`config.mk`:
```
export PLATFORM = sky130hd
export DESIGN_NAME = sync_filter
export DESIGN_NICKNAME = d
export VERILOG_FILES = /design/src/rtl/sync_filter.sv
export SDC_FILE = /design/constraint.sdc
export NUM_CORES = 1
export LEC_CHECK = 0
export CORE_AREA = 8 8 85 87
export DETAILED_ROUTE_END_ITERATION = 8
export DIE_AREA = 0 0 93 95
export PLACE_DENSITY = 0.5
export SYNTH_ARGS = -nofsm -noshare
export SYNTH_HDL_FRONTEND = slang
export SYNTH_SLANG_ARGS = --single-unit
```
`constraint.sdc`:
```
create_clock -name clk -period 1.85 [get_ports clk]
set_input_delay 0.555 -clock clk [delete_from_list [all_inputs] [get_ports clk]]
set_output_delay 0.555 -clock clk [all_outputs]
set_load 0.02 [all_outputs]
```
`src/rtl/sync_filter.sv`:
```
// Multi-channel synchronizer + debounce filter for asynchronous level inputs.
// Optional rise/fall pulse outputs are built only when SYNC_FILTER_EDGE_EN is defined.

module sync_filter_lane #(
   parameter int   SYNC_STAGES   = 2,
   parameter int   FILTER_CYCLES = 16,
   parameter logic RST_BIT       = 1'b0
) (
   input  logic clk,
   input  logic rst,
   input  logic i_sig,
   output logic o_q,
   output logic o_rise,
   output logic o_fall
);
   localparam int CW = $clog2(FILTER_CYCLES + 1);
   localparam logic [CW-1:0] LAST = CW'(FILTER_CYCLES - 1);

   logic [SYNC_STAGES-1:0] r_sync;
   logic [CW-1:0]          r_cnt;
   logic                   r_q;
   logic                   w_s;
   logic                   w_match;
   logic                   w_done;

   always_ff @(posedge clk or posedge rst) begin
      if (rst) r_sync <= {SYNC_STAGES{RST_BIT}};
      else     r_sync <= {r_sync[SYNC_STAGES-2:0], i_sig};
   end

   assign w_s     = r_sync[SYNC_STAGES-1];
   assign w_match = (w_s == r_q);
   assign w_done  = !w_match && (r_cnt == LAST);

   // Any return to the accepted level forfeits the whole count.
   always_ff @(posedge clk or posedge rst) begin
      if (rst) begin
         r_cnt <= '0;
         r_q   <= RST_BIT;
      end else begin
         if (w_match || w_done) r_cnt <= '0;
         else                   r_cnt <= r_cnt + 1'b1;
         if (w_done) r_q <= w_s;
      end
   end

   assign o_q = r_q;

`ifdef SYNC_FILTER_EDGE_EN
   logic r_rise;
   logic r_fall;

   always_ff @(posedge clk or posedge rst) begin
      if (rst) begin
         r_rise <= 1'b0;
         r_fall <= 1'b0;
      end else begin
         r_rise <= w_done &  w_s;
         r_fall <= w_done & ~w_s;
      end
   end

   assign o_rise = r_rise;
   assign o_fall = r_fall;
`else
   assign o_rise = 1'b0;
   assign o_fall = 1'b0;
`endif
endmodule

module sync_filter #(
   parameter int                  CHANNELS      = 4,
   parameter int                  SYNC_STAGES   = 2,
   parameter int                  FILTER_CYCLES = 16,
   parameter logic [CHANNELS-1:0] RESET_VALUE   = '0
) (
   input  logic                clk,
   input  logic                rst,
   input  logic [CHANNELS-1:0] sig,
   output logic [CHANNELS-1:0] q,
   output logic [CHANNELS-1:0] rise,
   output logic [CHANNELS-1:0] fall
);
   for (genvar g = 0; g < CHANNELS; g++) begin : g_lane
      sync_filter_lane #(
         .SYNC_STAGES  (SYNC_STAGES),
         .FILTER_CYCLES(FILTER_CYCLES),
         .RST_BIT      (RESET_VALUE[g])
      ) u_lane (
         .clk   (clk),
         .rst   (rst),
         .i_sig (sig[g]),
         .o_q   (q[g]),
         .o_rise(rise[g]),
         .o_fall(fall[g])
      );
   end
endmodule

```
==> run metrics <==
CP Class register to output pin; Slew Viols, Final 0; Post-CTS Resized 1; P_leak about 0.77 nW; setup bufs post-CTS 0; Syn. warnings 0; via density per instance roughly 4.1; CP bufs+invs 1; crit start category register; hold_sp g_lane[1].u_lane.r_sync[0]; layout cells sized above 1 0.109; drt total wl 2140 um; largest family of logic cells by synthesized area simple AND/OR/NAND/NOR gates; max cap viols 0; worst vdd rail ir drop 492 uV; Arr. time, crit path 1.01 ns; most common cell after layout, fill and taps aside dfrtp_1; Boundary Pins 18; Switching Share 0.222; HPWL after DPL 1560 um; met3 Use GR 0.0357; Rows 28; critical path, cell by cell dlygate4sd2_1; Post-route DRC 0; Critical Path Fanout Max 3; Hold EP g_lane[1].u_lane.r_sync[1]; Synth-to-Final Area Change 17.8%; Initial DRT Pass Iterations 4; RR Endpoint g_lane[1].u_lane.o_q; GR peak layer met2; Synth area leaders dfrtp_1 58%, ha_1 7.3%, buf_4 6.5%; vias 789; minimum clock period between 1.5 and 2 ns; CP required 1.29 ns; Comb power frac 0.062; Tot Pwr 1.50 mW; PortBufs 9; clock latency on the worst-skew pair 0.28 ns; post-synth top area share 0.581; met1 GRT Util 0.0569; number of enable flip-flop cells after synthesis 0; fin crit share 0.849; unrepaired setup endpoints after global routing no; Post-Synth Adder-Cell Area 0.0726; Worst Clk Skew roughly 0.0064 ns; M2 GR Usage 0.0840; Crit-path slowest cell dfrtp_1; dpl cells 186; clock root buffer master clkbuf_8; Psw between 0.3 and 0.4 mW; Post-CTS Hold Buffers 0; start of the worst register-to-register path g_lane[1].u_lane.r_cnt[0]; H-Tree Depth 2; routability cong. roughly 0.66; register area share after synthesis 0.581; Int Pwr 1.17 mW; diode count 0; Die Wd 93 um; status complete, no violations; synth unique cells 14; antenna-violating nets left 0; Pwr per Cell Area 923 nW/um^2; GR Overflow Total 0; worst hold-check path type register to register; core area 5820 sq um; Post-Syn Instances ~110; final setup fails 0; number of global-route vias before repair about 840; die area 8840 sq um; clk sink count 32; DR iter-0 viols 12; asr flop ratio synth 1.00; syn avg cell area between 10 and 15 sq um; Placed Area 1510 sq um; Register-to-Register Path Depth 4; Cell Area, Synth 1380 sq um; Die Height around 95 um; largest net degree at the start of global routing 33; max frequency ~0.64 GHz; WHS Path Cells 0; mux cell area share after synthesis 0.0327; power share of the clock group 0.435; Final Hold Vio Count 0; first-pass GRT wire length 3720 um; FF-to-FF setup slack 0.32 ns; fraction of the mapped netlist area in simple logic gates 0.145; gr usage total 0.0548; mean routed wirelength per cell roughly 11 um; compound-gate portion of the synthesized area 0.0363; peak per-stage delay on the critical path 0.40 ns; commonest cells after routing, fill and taps aside 32 x dfrtp_1, 12 x nor3_1, 8 x xnor2_1, 8 x ha_1, 8 x conb_1; Starting Density 0.237; # nets final between 100 and 150; fillers 624; CTS Buffer Depth 2; Clk pin slew, worst setup/hold paths around 0.070 ns; Crit path max-delay family flip-flops; sequential cell fraction of total power 0.503; Top FF cell, synth dfrtp_1; CTS Buf Count 5; CTS tree done; Synth Area in XOR/XNOR 0.0508; Final Instance Area 1620 sq um; Fin Setup TNS 0 ns; post-synth top area cell dfrtp_1; CP endpoint kind output pin; Non-Filler Instances 194; initial antenna violation count 0; #FFs+latches synth 32
## metal layers
| metal | share of wire | wire (um) | vias up |
|---|---|---|---|
| met5 | 0 | 0 | - |
| met1 | 0.43 | 912 | 388 |
| li1 | - | - | 377 |
| met3 | 0.084 | 179 | 4 |
| met4 | 0.016 | 34 | 0 |
| met2 | 0.47 | 1010 | 20 |
## state kept, by name, summed over array words and instances (netlist names)
register              count
g_lane.u_lane.r_sync      8
g_lane.u_lane.r_cnt      20
g_lane.u_lane.o_q         4
## power by group through the flow
| stage | clock, mW | combinational (mW) | sequential [mW] |
|---|---|---|---|
| 3_3_place_gp | 0 | 0.0900 | 0.764 |
| 4_1_cts | 0.679 | 0.0951 | 0.754 |
| 6_report | 0.652 | 0.0929 | 0.754 |
| 3_5_place_dp | 0 | 0.0937 | 0.767 |
| 2_1_floorplan | 0 | 0.0826 | 0.760 |
| 5_1_grt | 0.714 | 0.106 | 0.758 |
## cell usage after synthesis, types with 5 or more instances
cell / number
dfrtp_1: 32
buf_4: 12
nor3_1: 12
ha_1: 8
xnor2_1: 8
inv_1: 5
## stage by stage
stage / setup WS (ns) / utilization / hold WS (ns)
2_1_floorplan: 0.417 / - / 0.331
3_3_place_gp: 0.326 / 0.259 / 0.341
3_5_place_dp: 0.310 / 0.259 / 0.348
4_1_cts: 0.00217 / 0.278 / 0.363
5_1_grt: 0.197 / 0.279 / 0.377
6_report: 0.280 / 0.279 / 0.365
## cells by family (layout without fill, tap and decap cells)
group,Yosys count,after routing
flops,32,32
simple gates,28,28
buf+inv,17,23
fa+ha+maj,8,8
compound gates,8,8
xor+xnor,8,8
mux,4,4
other cells,1,8
## worst reg2reg max path, cell delays in order (launching register included)
cell and delay, ns:
dfrtp_1 0.41, ha_1 0.23, and3_1 0.19, ha_1 0.25
mux2_1 0.34
## worst max path at each step
stage	from	to	slack, ns	depth (start not counted)
final	g_lane[3].u_lane.o_q	q[3]	0.28	1
after global routing	g_lane[1].u_lane.r_cnt[0]	g_lane[1].u_lane.r_cnt[3]	0.20	5
after CTS	g_lane[2].u_lane.o_q	q[2]	0.002	1
after detailed placement	g_lane[3].u_lane.o_q	q[3]	0.31	1
after global placement	g_lane[3].u_lane.o_q	q[3]	0.33	1
after floorplan	g_lane[3].u_lane.r_cnt[0]	g_lane[3].u_lane.o_q	0.42	4
## layout make-up
cell class                      count  area, sq um  area share
Tap cell                           75         93.8      0.0578
Multi-Input combinational cell     64          495       0.305
Clock buffer                        5         68.8      0.0424
Sequential cell                    32          801       0.493
Timing Repair Buffer               10          104      0.0639
Inverter                            5         18.8      0.0116
Clock inverter                      3         42.5      0.0262
Power figures use the tool's default switching activity.
